[src/rtl/mem_arb_pkg.sv]
// Shared encodings and types for the unified-memory arbiter.
package mem_arb_pkg;

  localparam logic [2:0] F_LB  = 3'b000;
  localparam logic [2:0] F_LH  = 3'b001;
  localparam logic [2:0] F_LW  = 3'b010;
  localparam logic [2:0] F_LBU = 3'b100;
  localparam logic [2:0] F_LHU = 3'b101;
  localparam logic [2:0] F_SB  = 3'b000;
  localparam logic [2:0] F_SH  = 3'b001;
  localparam logic [2:0] F_SW  = 3'b010;

  // Port field sized for the largest legal configuration (8 ports).
  localparam int PORT_W_MAX = 3;

  function automatic int port_w(input int n);
    return (n > 1) ? $clog2(n) : 1;
  endfunction

  typedef struct packed {
    logic                  v;
    logic [PORT_W_MAX-1:0] port;
    logic                  we;
  } trk_entry_t;

endpackage

[src/rtl/mem_arbiter_rr.sv]
// Combinational one-hot arbiter: rotating search from ptr, or fixed from port 0.
module rr_arbiter #(
  parameter int N  = 2,
  parameter int PW = 1
) (
  input  logic [N-1:0]  req,
  input  logic [PW-1:0] ptr,
  input  logic          mode,
  output logic [N-1:0]  grant
);

  int   base;
  logic found;

  always_comb begin
    grant = '0;
    found = 1'b0;
    base  = mode ? int'(ptr) : 0;
    for (int i = 0; i < N; i++) begin
      for (int p = 0; p < N; p++) begin
        if (!found && req[p] && (p == ((base + i) % N))) begin
          grant[p] = 1'b1;
          found    = 1'b1;
        end
      end
    end
  end

endmodule

[src/rtl/mem_arbiter.sv]
// N-port valid/ready arbiter in front of a single-ported memory with a
// latency-matched tracker that routes each response back to its requester.
module mem_arbiter
  import mem_arb_pkg::*;
#(
  parameter int N_PORTS = 2,
  parameter int ADDR_W  = 32,
  parameter int DATA_W  = 32,
  parameter int MEM_LAT = 1,
  parameter int RR_EN   = 1
) (
  input  logic                      clk,
  input  logic                      rst,
  input  logic [N_PORTS-1:0]        req_valid,
  output logic [N_PORTS-1:0]        req_ready,
  input  logic [N_PORTS*ADDR_W-1:0] req_addr,
  input  logic [N_PORTS-1:0]        req_we,
  input  logic [N_PORTS*3-1:0]      req_func,
  input  logic [N_PORTS*DATA_W-1:0] req_wdata,
  output logic [N_PORTS-1:0]        rsp_valid,
  output logic [DATA_W-1:0]         rsp_rdata,
  output logic                      mem_en,
  output logic                      mem_we,
  output logic [ADDR_W-1:0]         mem_addr,
  output logic [2:0]                mem_func,
  output logic [DATA_W-1:0]         mem_wdata,
  input  logic [DATA_W-1:0]         mem_rdata,
  output logic                      busy
);

  localparam int PORT_W = port_w(N_PORTS);

  logic [N_PORTS-1:0] valid_g;
  logic [N_PORTS-1:0] grant;
  logic [PORT_W-1:0]  ptr;
  logic [PORT_W-1:0]  gidx;
  logic               any_grant;
  trk_entry_t         trk [MEM_LAT];
  trk_entry_t         last;

  // No grants while reset is held: a transfer accepted then would be lost.
  assign valid_g = rst ? req_valid : '0;

  rr_arbiter #(.N(N_PORTS), .PW(PORT_W)) u_arb (
    .req   (valid_g),
    .ptr   (ptr),
    .mode  (RR_EN != 0),
    .grant (grant)
  );

  assign req_ready = grant;
  assign any_grant = |grant;
  assign mem_en    = |valid_g;

  always_comb begin
    gidx      = '0;
    mem_we    = 1'b0;
    mem_addr  = '0;
    mem_func  = '0;
    mem_wdata = '0;
    for (int p = 0; p < N_PORTS; p++) begin
      if (grant[p]) begin
        gidx      = PORT_W'(p);
        mem_we    = req_we[p];
        mem_addr  = req_addr[p*ADDR_W +: ADDR_W];
        mem_func  = req_func[p*3 +: 3];
        mem_wdata = req_wdata[p*DATA_W +: DATA_W];
      end
    end
  end

  always_ff @(posedge clk or negedge rst) begin
    if (!rst) begin
      ptr <= '0;
    end else if (any_grant) begin
      ptr <= (gidx == PORT_W'(N_PORTS - 1)) ? '0 : gidx + 1'b1;
    end
  end

  always_ff @(posedge clk or negedge rst) begin
    if (!rst) begin
      for (int i = 0; i < MEM_LAT; i++) trk[i] <= '0;
    end else begin
      trk[0] <= '{v: any_grant, port: PORT_W_MAX'(gidx), we: mem_we};
      for (int i = 1; i < MEM_LAT; i++) trk[i] <= trk[i-1];
    end
  end

  always_comb begin
    last      = trk[MEM_LAT-1];
    rsp_valid = '0;
    for (int p = 0; p < N_PORTS; p++) begin
      rsp_valid[p] = last.v && (last.port == PORT_W_MAX'(p));
    end
    rsp_rdata = (last.v && !last.we) ? mem_rdata : '0;
    busy      = 1'b0;
    for (int i = 0; i < MEM_LAT; i++) busy = busy | trk[i].v;
  end

endmodule

[config.mk]
export PLATFORM = sky130hd
export DESIGN_NAME = mem_arbiter
export DESIGN_NICKNAME = d
export VERILOG_FILES = /design/src/rtl/mem_arb_pkg.sv /design/src/rtl/mem_arbiter_rr.sv /design/src/rtl/mem_arbiter.sv
export SDC_FILE = /design/constraint.sdc
export NUM_CORES = 1
export LEC_CHECK = 0
export BUFFER_PORTS_ARGS = -buffer_cell sky130_fd_sc_hd__buf_2
export CAP_MARGIN = 10
export CORE_AREA = 2 2 107 109
export DETAILED_ROUTE_END_ITERATION = 8
export DIE_AREA = 0 0 109 111
export PLACE_DENSITY = 0.59
export RECOVER_POWER = 50
export SLEW_MARGIN = 20
export SYNTH_ARGS = -nofsm -noshare
export SYNTH_HDL_FRONTEND = slang
export SYNTH_SLANG_ARGS = --single-unit
[constraint.sdc]
create_clock -name clk -period 1.2 [get_ports clk]
set_input_delay 0.12 -clock clk [delete_from_list [all_inputs] [get_ports clk]]
set_output_delay 0.12 -clock clk [all_outputs]
set_load 0.02 [all_outputs]
==> results.txt, run 1 <==
status: complete, but fails checks
violated checks: setup timing
CTS tree: yes
HP Class: input pin to register
FF-to-FF Start: ptr$_DFFE_PN0P_
PortBufs: 277
initial DRC count: 133
RSZ-0062 raised after global routing: yes
internal cell power: 1.91 mW
synth unique cells: 16
reg2reg end: last[0]$_DFF_PN0_
Die X: 109 µm
H-tree lvl count: 1
Area after DPL: 4360 µm²
Hold Slack: 267 ps
crit end category: primary output
max cap viols: 0
first-pass GRT wire length: 15100 µm
clk_skew: 1.14 ps
gr ovfl total: 0
wire per inst: 14.6 µm
die area: 12100 µm²
register area share after synthesis: 0.0486
Flop pwr share: 0.049
initial antenna violation count: 1
Synth Cell Area: 2060 µm²
DR pass1 iterations: 4
hold depth: 4
synth warn: 0
clock share of power: 0.156
Worst-Margin Slew: 315 ps
CTS Buf Count: 3
vias in the first global route: 3225
Crit path required time: 1080 ps
gr usage total: 0.152
synthesized net count: 468
crit path time final: 1590 ps
post-placement cell count: 709
Via-to-Cell Ratio: 4.66
switching power: 1.45 mW
register bit total from synthesis: 4
worst setup margin: -395 ps
Root Driver: clkbuf_16
Max Root-Sink Buffers: 2
Clk pin slew, worst setup/hold paths: 30 ps
Peak Freq: 627 MHz
Hold EP: busy$_DFF_PN0_
Register-to-Register Setup Slack: -10 ps
Hold Startpoint: req_valid[0]
final setup fails: 104
switch share: 0.430
routability cong.: 0.779
Leakage Power: 2.35 nW
Worst setup SP type: register
Core ar.: 11100 µm²
VDD IR-drop max: 0.598 mV
worst reg2reg path depth: 4
largest net degree at the start of global routing: 71
endpoints failing hold: 0
DIE HEIGHT: 111 µm
DRC: 0
Setup WS pre-CTS: -235 ps
Syn Inst Count: 296
relative slew slack: 0.790
post-route ant nets: 0
nets@finish: 748
area grow syn2layout: 150%
Comb pwr share: 0.795
Fill cells: 1051
Starting Density: 0.186
Detailed Place HPWL: 7890 µm
power density cells: 652 nW/µm²
final setup TNS: -28160 ps
final std cells w/o fill: 718
IO Count: 278
Tcrit/Tclk final: 1.33
Critical Path AT: 1470 ps
post-layout util: 0.465
via count: 3348
cell area after layout: 5150 µm²
row count: 39
Worst-Skew Late Latency: 220 ps
drt total wl: 10500 µm
layout cell share with drive strength beyond 1: 0.700
Num Clock Sinks: 4
crit path max fanout: 6
syn_area_per_cell: 6.96 µm²
fin. max-slew vios: 0
total power: 3.36 mW
Worst Setup Path Type: register to primary output
-- registers in the layout, summed over array words and instances, names as in the netlist --
signal and flops:
busy 1, last 2, ptr 1
-- area by class of cell --
| cell class | instances | area, µm² | area share |
|---|---|---|---|
| multi-input cells | 248 | 2310 | 0.448 |
| repair buffers | 317 | 2480 | 0.481 |
| flip-flops and latches | 4 | 100 | 0.0194 |
| inverters | 2 | 10.0 | 0.00194 |
| clock buffers | 3 | 75.1 | 0.0146 |
| well taps | 143 | 179 | 0.0347 |
| diodes | 1 | 2.50 | 0.000486 |
-- worst max-delay path, stage by stage (launching register included) --
cell     delay (ps)
dfrtp_1         410
a21bo_4         270
buf_8           150
buf_12          140
o32ai_4         120
buf_6           150
-- synth_stat cells, drive strengths merged --
| cell | instances | area, µm² |
|---|---|---|
| nand2 | 137 | 514 |
| inv | 2 | 7.50 |
| o32ai | 68 | 896 |
| buf | 35 | 250 |
| nor2 | 5 | 21.3 |
| and2 | 33 | 206 |
| a21bo | 1 | 10.0 |
| clkbuf | 7 | 26.3 |
| nor2b | 3 | 18.8 |
| dfrtp | 4 | 100 |
| a22o | 1 | 8.76 |
-- logic make-up (layout without fill, tap and decap cells) --
| group | after synthesis | in the layout | share of synthesized area |
|---|---|---|---|
| AO/OA/AOI/OAI | 70 | 70 | 0.444 |
| buffers and inverters | 44 | 322 | 0.138 |
| other | 0 | 1 | 0 |
| flip-flops | 4 | 4 | 0.0486 |
| AND/OR/NAND/NOR | 178 | 178 | 0.369 |
-- worst max-delay path by stage --
stage	cells after the start	slack, ps	end	startpoint
detailed placement	5	-230	mem_wdata[6]	ptr$_DFFE_PN0P_
finish	5	-390	mem_addr[25]	ptr$_DFFE_PN0P_
global placement	5	-210	mem_wdata[6]	ptr$_DFFE_PN0P_
floorplan	4	-180	mem_addr[31]	ptr$_DFFE_PN0P_
global route	5	-440	mem_addr[25]	ptr$_DFFE_PN0P_
CTS	5	-400	mem_addr[21]	ptr$_DFFE_PN0P_
-- per-layer routing --
metal / GRT usage / share of wire
met5: 0 / 0
met3: 0.0276 / 0.077
met1: 0.150 / 0.35
met2: 0.318 / 0.56
met4: 0.0239 / 0.015
-- power by group through the flow --
stage	sequential [mW]	combinational, mW	clock [mW]
5_1_grt	0.167	2.83	0.546
4_1_cts	0.165	2.59	0.531
2_1_floorplan	0.161	1.43	0
6_report	0.165	2.67	0.523
3_3_place_gp	0.163	2.25	0
3_5_place_dp	0.164	2.29	0
-- cell usage in the layout, fill, tap and decap left out --
cell type      synthesis  final
clkbuf_16              0      3
buf_12                 0     21
o32ai_1               28     16
nor2_4                 0      1
dlygate4sd3_1          0      1
nor2_1                 4      4
o32ai_2               40     13
nand2_1              137    137
nor2b_4                0      3
inv_4                  0      1
buf_6                 10     80
dfrtp_1                4      4
clkbuf_1               7      2
buf_8                  0      1
a22o_1                 1      1
o32ai_4                0     39
diode_2                0      1
and2_1                33      6
inv_1                  1      1
and2_4                 0     27
buf_2                 20    187
buf_4                  5     25
a21bo_4                0      1
-- timing repair --
action                     4_1_cts  5_1_grt
hold endpoints to repair         4        0
hold buffers                     1        0
gates resized for setup        151       63
cloned                           1        1
setup buffers                    2        3
setup endpoints to repair      102      105
pin swaps                        3       25
Note: power is estimated with default switching activity, not from simulation.
==> run 2: changes to the inputs <==
--- a/config.mk
+++ b/config.mk
@@ -5,12 +5,13 @@
 export SDC_FILE = /design/constraint.sdc
 export NUM_CORES = 1
 export LEC_CHECK = 0
+export ABC_AREA = 1
 export BUFFER_PORTS_ARGS = -buffer_cell sky130_fd_sc_hd__buf_2
 export CAP_MARGIN = 10
 export CORE_AREA = 2 2 107 109
 export DETAILED_ROUTE_END_ITERATION = 8
 export DIE_AREA = 0 0 109 111
-export PLACE_DENSITY = 0.59
+export PLACE_DENSITY = 0.55
 export RECOVER_POWER = 50
 export SLEW_MARGIN = 20
 export SYNTH_ARGS = -nofsm -noshare
==> run 2 against run 1 <==
Against the previous run: critical path type unchanged; count of clock-buffer cells in the layout grew 1; setup slack gained 130 ps; die area is the same; the flow still finishes with violations (setup timing).
==> results.txt, run 2 <==
status: complete, but fails checks
violated checks: setup timing
drt total wl: 10800 µm (+3.6%)
Critical path buffers and inverters: 3 (unchanged)
ys async rst share: 1.00 (unchanged)
crit path time final: 1460 ps (-135 ps)
register area: 103 µm² (+2.5%)
Syn Inst Count: 324 (+9.5%)
endpoints failing hold: 0 (unchanged)
Detailed Place HPWL: 7160 µm (-9.2%)
synth unique cells: 13 (-3)
Hold Slack: 177 ps (-90.8 ps)
Worst-Skew Late Latency: 230 ps (about the same)
relative slew slack: 0.839 (+0.0490)
hold depth: 3 (-1)
DIE HEIGHT: 111 µm (unchanged)
Core ar.: 11100 µm² (unchanged)
crit end category: primary output
most instantiated cells after synthesis: 137 x nand3_1, 73 x nand2_1, 35 x inv_1
Yosys top cell area share: 0.434 (+0.118)
synthesized net count: 496 (+6.0%)
H-tree lvl count: 1 (unchanged)
Flop pwr share: 0.055 (+0.006)
fin. max-slew vios: 0 (unchanged)
row count: 39 (unchanged)
Crit path required time: 1080 ps (about the same)
crit path max fanout: 6 (unchanged)
cell taking the most area after synthesis: nand3_1
Register-to-Register Setup Slack: 150 ps (+160 ps)
Via-to-Cell Ratio: 4.50 (-3.4%)
gr ovfl total: 0 (unchanged)
Leakage Power: 2.55 nW (+8.6%)
switch share: 0.437 (+0.00695)
initial antenna violation count: 1 (unchanged)
VDD IR-drop max: 0.326 mV (-45%)
nets@finish: 774 (+3.5%)
Post-synth EDFFs: 0 (unchanged)
clk_skew: 2.21 ps (+1.07 ps)
Max Root-Sink Buffers: 2 (unchanged)
final setup TNS: -22800 ps (+5350 ps)
die area: 12100 µm² (unchanged)
CTS Buf Count: 3 (unchanged)
reg2reg end: last[0]$_DFF_PN0_
CTS tree: yes
clock share of power: 0.186 (+0.030)
via count: 3355 (+0.21%)
most frequent cells in the layout: 176 x buf_2, 100 x nand3_1, 95 x buf_6
commonest non-fill, non-tap cell in the layout: buf_2
max cap viols: 0 (unchanged)
post-route ant nets: 0 (unchanged)
Worst-Margin Slew: 241 ps (-73.5 ps)
Comb pwr share: 0.758 (-0.037)
largest net degree at the start of global routing: 32 (-55%)
register bit total from synthesis: 4 (unchanged)
IO Count: 278 (unchanged)
Critical Path AT: 1340 ps (-130 ps)
Critical Path, Cell by Cell: inv_2 > or2_4 > clkbuf_16 > nor2_4 > buf_6
Root Driver: clkbuf_16
routability cong.: 0.778 (-0.22%)
Main synth FF type: dfrtp_1
wire per inst: 14.6 µm (-0.16%)
DRC: 0 (unchanged)
total power: 2.90 mW (-14%)
first-pass GRT wire length: 15000 µm (-0.50%)
area grow syn2layout: 191%
Fill cells: 1136 (+8.1%)
Starting Density: 0.143 (-0.0433)
Clk pin slew, worst setup/hold paths: 30 ps (about the same)
power density cells: 630 nW/µm² (-3.4%)
Tcrit/Tclk final: 1.22 (-0.112)
worst setup margin: -260 ps (+135 ps)
slowest cell delay on critical path: 350 ps (-60 ps)
gr usage total: 0.153 (+0.000602)
register area share after synthesis: 0.0633 (+0.0147)
Hold Startpoint: req_we[0]
Setup WS pre-CTS: -55.6 ps (+179 ps)
worst reg2reg path depth: 5 (+1)
Synth Cell Area: 1580 µm² (-23%)
internal cell power: 1.63 mW (-15%)
layout cell share with drive strength beyond 1: 0.669 (-0.0315)
DR pass1 iterations: 4 (unchanged)
synth warn: 0 (unchanged)
Worst setup SP type: register
initial DRC count: 196 (+47%)
vias in the first global route: 3249 (+0.74%)
syn_area_per_cell: 4.88 µm² (-30%)
Hold EP: last[0]$_DFF_PN0_
FF-to-FF Start: ptr$_DFFE_PN0P_
CP max-delay cell: dfrtp_2
most common cell in the synthesized netlist: nand3_1
RSZ-0062 raised after global routing: yes
Worst Setup Path Type: register to primary output
switching power: 1.27 mW (-12%)
max FFs per register: 2 (unchanged)
ranking of synthesized cells by area: nand3_1 43%, nand2_1 17%, inv_1 8.3%, nor2_1 7.8%, dfrtp_1 6.3%
Crit path max-delay family: simple AND/OR/NAND/NOR gates
PortBufs: 277 (unchanged)
HP Class: input pin to register
Num Clock Sinks: 4 (unchanged)
Peak Freq: 685 MHz (+9.2%)
Die X: 109 µm (unchanged)
Multi-input gate area: 1630 µm² (-29%)
final setup fails: 102 (-1.9%)
[run 2: cell count changes in the layout (fill, tap and decap cells not counted), sizes merged, moves of 3 or more]
cell    previous run  this run
buf              314       299
nand2            137        77
nor2b              3         0
and2              33         0
nor2               5        33
nand3              0       137
clkbuf             5        10
inv                2        38
o32ai             68         0
[run 2: power by group through the flow]
stage / registers (mW) / clock network (mW) / logic [mW]
2_1_floorplan: 0.160 / 0 / 0.944
5_1_grt: 0.162 / 0.556 / 2.35
6_report: 0.161 / 0.540 / 2.20
3_5_place_dp: 0.157 / 0 / 1.59
4_1_cts: 0.158 / 0.547 / 1.98
3_3_place_gp: 0.157 / 0 / 1.59
[run 2: layout make-up]
type,count,area share
tap,143,0.0389
sequential,4,0.0223
timing repair buffer,306,0.536
multi-input combinational,249,0.354
clock buffer,4,0.0171
antenna,1,0.000544
inverter,38,0.0315
[run 2: timing repair]
action | CTS | global route
gates cloned | 3 | 4
setup buffers | 1 | 0
endpoints found under the hold margin | 4 | 0
pin swaps | 1 | 5
endpoints found under the setup margin | 102 | 103
resized for setup | 189 | 82
hold buffers | 1 | 0
[run 2: metal layers]
metal / vias to the layer above / global-route usage / wire [µm]
li1: 1600 / - / -
met1: 1529 / 0.166 / 3950
met2: 206 / 0.294 / 5650
met3: 20 / 0.0265 / 1010
met4: 0 / 0.0410 / 236
met5: - / 0 / 0
[run 2: metrics by stage]
stage                     cells  cell area, µm²   util
final                       745            4600  0.416
after global routing        745            4600  0.416
after CTS                   740            4170  0.376
after detailed placement    731            3410  0.308
after global placement      731            3410  0.308
after floorplan             324            1840      -
[run 2: worst register-to-register path: cells and delay by family, from the launching register on]
family | cells | cell delay [ps]
and+or+nand+nor | 3 | 240
buffers and inverters | 2 | 260
DFF | 1 | 440
[run 2: kinds of logic after synthesis]
family / after synthesis / share of synthesized area
simple gates: 248 / 0.705
compound gates: 1 / 0.00316
flops: 4 / 0.0633
buf+inv: 71 / 0.228
[run 2: worst max path at each step]
| stage | start | to | slack, ps | cells after the start |
|---|---|---|---|---|
| global placement | ptr$_DFFE_PN0P_ | req_ready[0] | -40 | 5 |
| detailed placement | ptr$_DFFE_PN0P_ | mem_we | -60 | 5 |
| global route | busy$_DFF_PN0_ | rsp_rdata[12] | -310 | 5 |
| CTS | ptr$_DFFE_PN0P_ | mem_addr[1] | -280 | 6 |
| finish | busy$_DFF_PN0_ | rsp_rdata[9] | -260 | 5 |
| floorplan | busy$_DFF_PN0_ | rsp_rdata[10] | -40 | 5 |
